===== config.mk =====
export PLATFORM = sky130hd
export DESIGN_NAME = drac_adc_capture
export DESIGN_NICKNAME = d
export VERILOG_FILES = /design/src/rtl/drac_adc_pkg.sv /design/src/rtl/drac_adc_sck_gen.sv /design/src/rtl/drac_adc_capture.sv
export SDC_FILE = /design/constraint.sdc
export NUM_CORES = 1
export LEC_CHECK = 0
export BUFFER_PORTS_ARGS = -buffer_cell sky130_fd_sc_hd__clkbuf_2
export CELL_PAD_IN_SITES_DETAIL_PLACEMENT = 0
export CELL_PAD_IN_SITES_GLOBAL_PLACEMENT = 1
export CORE_UTILIZATION = 38
export DETAILED_ROUTE_END_ITERATION = 12
export GPL_ROUTABILITY_DRIVEN = 1
export PLACE_DENSITY_LB_ADDON = 0.08
export SYNTH_ARGS = -nofsm -noshare
export SYNTH_HDL_FRONTEND = slang
export SYNTH_SLANG_ARGS = --single-unit

===== constraint.sdc =====
create_clock -name sysclk -period 1.7 [get_ports sysclk]
set_clock_uncertainty 0.05 [all_clocks]
set_input_delay 0.085 -clock sysclk [delete_from_list [all_inputs] [get_ports sysclk]]
set_output_delay 0.085 -clock sysclk [all_outputs]
set_load 0.02 [all_outputs]

===== src/rtl/drac_adc_pkg.sv =====
// drac_adc_pkg
// Shared definitions for the DRAC motor-current ADC capture front end.
//   - adc_state_e    : capture sequencer state encoding
//   - *_DEF          : default timing constants at 49.152 MHz sysclk
//   - bit_cnt_width  : width of a counter that must hold 0..DATA_WIDTH
package drac_adc_pkg;

  typedef enum logic [2:0] {
    IDLE  = 3'd0,
    CONV  = 3'd1,
    QUIET = 3'd2,
    SHIFT = 3'd3,
    DONE  = 3'd4
  } adc_state_e;

  localparam int NUM_CH_DEF       = 10;
  localparam int DATA_WIDTH_DEF   = 16;
  localparam int CONV_CYCLES_DEF  = 40;
  localparam int QUIET_CYCLES_DEF = 2;
  localparam int SCK_HALF_DEF     = 2;

  // The bit counter counts SCK rising edges up to and including DATA_WIDTH.
  function automatic int bit_cnt_width(input int data_width);
    return $clog2(data_width + 1);
  endfunction

endpackage


===== src/rtl/drac_adc_sck_gen.sv =====
// drac_adc_sck_gen
// ADC serial clock divider. While enabled it produces SCK_HALF sysclk cycles
// low followed by SCK_HALF cycles high, repeating. Disabling or reset returns
// it to the start of a low phase with sck low.
// Ports:
//   sysclk          in   system clock
//   reset           in   synchronous active-high reset
//   en_i            in   run the divider (high only while shifting)
//   sck_o           out  registered SCK level, idle low
//   rise_strobe_o   out  high on the sysclk cycle before SCK rises
//   sample_strobe_o out  high on the last sysclk cycle of each SCK high phase
module drac_adc_sck_gen #(
  parameter int SCK_HALF = 2
) (
  input  logic sysclk,
  input  logic reset,
  input  logic en_i,
  output logic sck_o,
  output logic rise_strobe_o,
  output logic sample_strobe_o
);

  localparam int CNT_W = (SCK_HALF > 1) ? $clog2(SCK_HALF) : 1;
  localparam logic [CNT_W-1:0] HALF_LAST = CNT_W'(SCK_HALF - 1);

  logic [CNT_W-1:0] cnt_q;
  logic [CNT_W-1:0] cnt_d;
  logic             sck_q;
  logic             sck_d;
  logic             half_end_s;

  // Phase counter and SCK toggle decode.
  always_comb begin
    cnt_d      = cnt_q;
    sck_d      = sck_q;
    half_end_s = (cnt_q == HALF_LAST);
    if (!en_i) begin
      cnt_d = '0;
      sck_d = 1'b0;
    end else if (half_end_s) begin
      cnt_d = '0;
      sck_d = ~sck_q;
    end else begin
      cnt_d = cnt_q + CNT_W'(1);
      sck_d = sck_q;
    end
  end

  // Divider state registers.
  always_ff @(posedge sysclk) begin
    if (reset) begin
      cnt_q <= '0;
      sck_q <= 1'b0;
    end else begin
      cnt_q <= cnt_d;
      sck_q <= sck_d;
    end
  end

  // Strobes decode the current phase so the consumer acts on the same edge
  // at which SCK changes level.
  assign sck_o           = sck_q;
  assign rise_strobe_o   = en_i & half_end_s & ~sck_q;
  assign sample_strobe_o = en_i & half_end_s & sck_q;

endmodule


===== src/rtl/drac_adc_capture.sv =====
// drac_adc_capture
// Serial ADC front end for the DRAC motor-current sample path. On an accepted
// start it holds CNV high for CONV_CYCLES, waits QUIET_CYCLES, then clocks
// DATA_WIDTH bits (MSB first) out of every ADC in parallel and presents the
// word-parallel result with a one-cycle valid strobe.
// Ports:
//   sysclk       in   system clock (49.152 MHz)
//   reset        in   synchronous active-high reset
//   start        in   sample request pulse
//   adc_cnv      out  ADC convert strobe
//   adc_sck      out  ADC serial clock level, idle low
//   adc_sdo      in   one serial data lane per channel
//   sample_data  out  channel k at [k*DATA_WIDTH +: DATA_WIDTH], raw code
//   sample_valid out  one-cycle strobe when sample_data updates
//   busy         out  high from start acceptance through the valid cycle
//   overrun_cnt  out  starts ignored while busy, saturating at 255
module drac_adc_capture
  import drac_adc_pkg::*;
#(
  parameter int NUM_CH       = NUM_CH_DEF,
  parameter int DATA_WIDTH   = DATA_WIDTH_DEF,
  parameter int CONV_CYCLES  = CONV_CYCLES_DEF,
  parameter int QUIET_CYCLES = QUIET_CYCLES_DEF,
  parameter int SCK_HALF     = SCK_HALF_DEF
) (
  input  logic                         sysclk,
  input  logic                         reset,
  input  logic                         start,
  output logic                         adc_cnv,
  output logic                         adc_sck,
  input  logic [NUM_CH-1:0]            adc_sdo,
  output logic [NUM_CH*DATA_WIDTH-1:0] sample_data,
  output logic                         sample_valid,
  output logic                         busy,
  output logic [7:0]                   overrun_cnt
);

  localparam int BIT_W   = bit_cnt_width(DATA_WIDTH);
  localparam int CYC_MAX = (CONV_CYCLES > QUIET_CYCLES) ? CONV_CYCLES : QUIET_CYCLES;
  localparam int CYC_W   = $clog2(CYC_MAX + 1);

  localparam logic [CYC_W-1:0] CONV_LAST  = CYC_W'(CONV_CYCLES - 1);
  localparam logic [CYC_W-1:0] QUIET_LAST = CYC_W'((QUIET_CYCLES > 0) ? (QUIET_CYCLES - 1) : 0);
  localparam logic [BIT_W-1:0] BIT_LAST   = BIT_W'(DATA_WIDTH);

  adc_state_e state_q;
  adc_state_e state_d;

  logic [CYC_W-1:0] cyc_cnt_q;
  logic [CYC_W-1:0] cyc_cnt_d;
  logic [BIT_W-1:0] bit_cnt_q;
  logic [BIT_W-1:0] bit_cnt_d;

  logic [NUM_CH-1:0][DATA_WIDTH-1:0] shift_q;
  logic [NUM_CH-1:0][DATA_WIDTH-1:0] shift_d;
  logic [NUM_CH-1:0][DATA_WIDTH-1:0] sample_q;
  logic [NUM_CH-1:0][DATA_WIDTH-1:0] sample_d;

  logic       cnv_q;
  logic       cnv_d;
  logic       busy_q;
  logic       busy_d;
  logic       valid_q;
  logic       valid_d;
  logic [7:0] ovr_q;
  logic [7:0] ovr_d;

  logic sck_en_s;
  logic sck_s;
  logic rise_strobe_s;
  logic sample_strobe_s;
  logic ignore_s;

  assign sck_en_s = (state_q == SHIFT);

  drac_adc_sck_gen #(
    .SCK_HALF (SCK_HALF)
  ) u_sck_gen (
    .sysclk          (sysclk),
    .reset           (reset),
    .en_i            (sck_en_s),
    .sck_o           (sck_s),
    .rise_strobe_o   (rise_strobe_s),
    .sample_strobe_o (sample_strobe_s)
  );

  // Sequencer next state, capture datapath and overrun counter.
  always_comb begin
    state_d   = state_q;
    cyc_cnt_d = cyc_cnt_q;
    bit_cnt_d = bit_cnt_q;
    shift_d   = shift_q;
    sample_d  = sample_q;
    ovr_d     = ovr_q;
    ignore_s  = start & (state_q != IDLE);

    case (state_q)
      IDLE: begin
        if (start) begin
          state_d   = CONV;
          cyc_cnt_d = '0;
          bit_cnt_d = '0;
          shift_d   = '0;
        end else begin
          state_d = IDLE;
        end
      end

      CONV: begin
        if (cyc_cnt_q == CONV_LAST) begin
          cyc_cnt_d = '0;
          state_d   = (QUIET_CYCLES == 0) ? SHIFT : QUIET;
        end else begin
          cyc_cnt_d = cyc_cnt_q + CYC_W'(1);
        end
      end

      QUIET: begin
        if (cyc_cnt_q == QUIET_LAST) begin
          cyc_cnt_d = '0;
          state_d   = SHIFT;
        end else begin
          cyc_cnt_d = cyc_cnt_q + CYC_W'(1);
        end
      end

      SHIFT: begin
        // bit_cnt counts SCK rising edges; the capture that follows the
        // DATA_WIDTH-th rise is the final bit.
        if (rise_strobe_s) begin
          bit_cnt_d = bit_cnt_q + BIT_W'(1);
        end else begin
          bit_cnt_d = bit_cnt_q;
        end
        if (sample_strobe_s) begin
          for (int k = 0; k < NUM_CH; k++) begin
            shift_d[k] = {shift_q[k][DATA_WIDTH-2:0], adc_sdo[k]};
          end
          if (bit_cnt_q == BIT_LAST) begin
            // Publish on the same edge as the last capture so data and the
            // valid strobe appear together in DONE.
            sample_d = shift_d;
            state_d  = DONE;
          end else begin
            state_d = SHIFT;
          end
        end else begin
          state_d = SHIFT;
        end
      end

      DONE: begin
        state_d = IDLE;
      end

      default: begin
        state_d = IDLE;
      end
    endcase

    if (ignore_s) begin
      if (ovr_q != 8'hFF) begin
        ovr_d = ovr_q + 8'd1;
      end else begin
        ovr_d = ovr_q;
      end
    end else begin
      ovr_d = ovr_q;
    end

    // Outputs are registered from the next state so they align with it.
    cnv_d   = (state_d == CONV);
    busy_d  = (state_d != IDLE);
    valid_d = (state_d == DONE);
  end

  // Sequencer and datapath registers.
  always_ff @(posedge sysclk) begin
    if (reset) begin
      state_q   <= IDLE;
      cyc_cnt_q <= '0;
      bit_cnt_q <= '0;
      shift_q   <= '0;
      sample_q  <= '0;
      cnv_q     <= 1'b0;
      busy_q    <= 1'b0;
      valid_q   <= 1'b0;
      ovr_q     <= 8'd0;
    end else begin
      state_q   <= state_d;
      cyc_cnt_q <= cyc_cnt_d;
      bit_cnt_q <= bit_cnt_d;
      shift_q   <= shift_d;
      sample_q  <= sample_d;
      cnv_q     <= cnv_d;
      busy_q    <= busy_d;
      valid_q   <= valid_d;
      ovr_q     <= ovr_d;
    end
  end

  assign adc_cnv      = cnv_q;
  assign adc_sck      = sck_s;
  assign sample_data  = sample_q;
  assign sample_valid = valid_q;
  assign busy         = busy_q;
  assign overrun_cnt  = ovr_q;

endmodule


==> results.py <==
metrics = {
    "outcome": {
        "outcome": "finished with violations",
        "failed_checks": "negative setup slack",
    },
    "setup_path": {
        "startpoint_type": "flip-flop",
        "crit_type": "flip-flop to flip-flop",
        "cp_max_fo": 6,
        "required_ns": 2.10,
        "end_kind": "flip-flop",
        "ff2ff_path_depth": 10,
        "critPathArrivalTime_ns": 2.16,
    },
    "logic_synthesis": {
        "synth_nets": 1366,
        "synth_top_area_cell": "dfxtp_1",
        "ys_types": 40,
        "ys_seq_area_share_pct": 56.9,
        "synth_area_sq_um": 11900,
        "synth_area_leaders": "dfxtp_1, nand2_1, a2bb2oi_1, a21oi_1, buf_2",
        "synth_edf_count": 0,
        "syn_inst": 1348,
        "ys_async_sr_fraction_pct": 0,
        "avgSynthCellArea_sq_um": 8.80,
        "synth_warnings": 0,
        "synth_ff_type": "dfxtp_1",
        "synth-seq-cells": 337,
        "synth_top_area_share_pct": 56.9,
    },
    "sta": {
        "drv_slew": 0,
        "timing.hold.ws_ns": 0.311,
        "postLayoutSetupSlackWorst_ns": -0.0625,
        "timing.final.crit_period_ns": 1.76,
        "tightest_slew_ns": 0.595,
        "fmaxAchievable_ghz": 0.567,
        "post-route-period-util_pct": 104,
        "slew-limit-headroom_pct": 60.4,
        "setup_viol": 138,
        "hold_viol_final": 0,
        "rsz0062_at_grt": "yes",
    },
    "pwr": {
        "p_seq_share_pct": 47.2,
        "combPwrFrac_pct": 5.8,
        "intPower_mw": 14.0,
        "p_clk_share_pct": 47.0,
        "p_leak_nw": 6.62,
        "sw_frac_of_total_pct": 22.1,
        "switching_power_mw": 3.96,
        "power_density_nw_per_um2": 1080,
        "peakVddDrop_v": 0.000678,
    },
    "flow_run": {
        "cap_violations": 0,
    },
    "route": {
        "wire_per_inst_um": 16.4,
        "postRouteAntennaNets": 0,
        "drt_iter0_markers": 491,
        "routed_wl_um": 33100,
        "vias": 10200,
        "vias_per_cell": 5.08,
        "drc": 0,
        "drt_pass1_iterations": 4,
    },
    "die": {
        "rows": 64,
        "die_y_um": 179,
        "coreArea_sq_um": 30700,
        "die_w_um": 179,
        "dieArea_sq_um": 31900,
        "io_pins": 185,
        "initial_utilization_pct": 38.7,
    },
    "clock_tree": {
        "htreeDepth": 2,
        "cts-root-buf": "clkbuf_16",
        "clockBufferDepth": 3,
        "clk_latency_ns": 0.51,
        "clk_pin_slew_ns": 0.06,
        "numCtsBuffers": 38,
        "cts_tree": "yes",
        "cts_sinks": 337,
    },
    "grt": {
        "grt_usage_pct": 19.3,
        "grt_pass1_wl_um": 49600,
        "antenna_found_initial": 0,
        "grt-ovfl-total": 0,
        "grt_pass1_vias": 9397,
        "grt_max_degree": 90,
    },
    "cells_and_area": {
        "fin_nets": 1610,
        "fillCellCount": 2909,
        "drive_above_1_share_pct": 32.3,
        "antennaDiodeCount": 0,
        "area_growth_pct": 40.1,
        "layoutNonFillerInstCount": 2016,
    },
    "placement": {
        "io_buffers": 184,
        "place_congestion": 0.738,
        "dp.cells": 1892,
        "hpwl_um": 18300,
    },
    "hold_path": {
        "hold_path_depth": 4,
        "worstHoldPathType": "input pin to flip-flop",
    },
}
-- cells in the final DEF, fill, tap and decap left out, types with 7 or more instances in the layout --
cell,n
nand2_1,393
dfxtp_1,332
clkbuf_2,183
a2bb2oi_1,150
a21oi_1,122
nand2_2,63
clkbuf_16,54
a21oi_2,50
buf_4,45
buf_12,32
nand2_4,23
nor2_1,17
buf_6,13
dlygate4sd3_1,12
clkinv_2,10
clkbuf_8,9
nand3_1,7
buf_16,7
-- power by group through the flow --
stage / logic, mW / clock network (mW) / registers [mW]
floorplan: 0.673 / 0 / 8.55
global route: 1.13 / 8.96 / 8.50
detailed placement: 0.946 / 0 / 8.60
finish: 1.05 / 8.42 / 8.46
global placement: 0.934 / 0 / 8.61
CTS: 1.01 / 8.63 / 8.44
-- what timing repair did --
| action | in CTS | in global routing |
|---|---|---|
| setup buffers | 18 | 5 |
| endpoints found under the hold margin | 26 | 0 |
| gates resized for setup | 29 | 182 |
| gates cloned | 7 | 18 |
| pin swaps | 7 | 57 |
| setup endpoints to repair | 306 | 297 |
| hold buffers | 12 | 0 |
-- synth_stat cells, drive strengths merged (3+ instances only) --
cell,number
o31ai,6
o21ai,4
buf,59
xnor2,5
or4,3
nand4b,3
clkbuf,50
nor2,17
a21oi,172
a2bb2oi,150
nand3,9
xor2,5
and3,4
ha,5
dfxtp,337
inv,6
or3,4
nand2,480
-- layout make-up --
cell class	instances	area, sq um	share of cell area [%]
sequential	337	6750	40.6
multi-input combinational	897	5250	31.6
tap	396	495	2.98
clock inverter	15	179	1.08
inverter	6	22.5	0.135
clock buffer	53	1120	6.73
timing repair buffer	312	2800	16.9
-- through the flow --
step | setup TNS [ns] | instance area (sq um) | utilization, % | worst slack, ns | total power [mW]
floorplan | 0 | 11900 | - | 0.00598 | 9.22
global placement | -16.37 | 13800 | 44.9 | -0.110 | 9.54
detailed placement | -19.91 | 13800 | 44.9 | -0.109 | 9.55
CTS | -3.64 | 15600 | 50.9 | -0.0833 | 18.1
global route | -21.52 | 16600 | 54.2 | -0.170 | 18.6
finish | -3.29 | 16600 | 54.2 | -0.0625 | 17.9
-- registers in the layout (all words and copies together), names as in the netlist --
register         flops
adc_cnv              1
u_sck_gen.sck_o      1
bit_cnt_q            5
u_sck_gen.cnt_q      1
overrun_cnt          8
sample_data        160
state_q              3
sample_valid         1
busy                 1
shift_q            150
cyc_cnt_q            6
-- logic make-up after synthesis --
kind of cell | Yosys count | share of synthesized area (%)
xor gates and xnor gates | 10 | 0.738
adders and majority gates | 5 | 0.527
DFF | 337 | 56.9
buffers and inverters | 115 | 4.22
AOI/OAI and AO/OA | 340 | 19.4
and+or+nand+nor | 539 | 18.1
muxes | 2 | 0.169
-- worst max-delay path, stage by stage, from the launching register on --
cell	delay, ns
dfxtp_2	0.32
inv_2	0.04
ha_2	0.15
nor4bb_4	0.17
buf_4	0.14
and3_4	0.23
buf_12	0.14
buf_12	0.14
clkbuf_16	0.15
nand2_1	0.06
a21oi_2	0.11
-- layer usage --
layer / GRT usage (%) / up-vias / routed length (um)
li1: - / 5068 / -
met1: 26.4 / 4926 / 15500
met3: 3.20 / 46 / 1270
met4: 4.98 / 0 / 567
met2: 31.4 / 195 / 15800
met5: 0 / - / 0
-- final timing paths --
check,slack (ns),from,to
min,0.31,adc_sdo[8],sample_data[128]
min reg2reg,0.40,sample_data[136],sample_data[136]
max,-0.06,bit_cnt_q[1],sample_data[152]
max reg2reg,-0.06,bit_cnt_q[1],sample_data[152]
(Power assumes the default switching activity.)
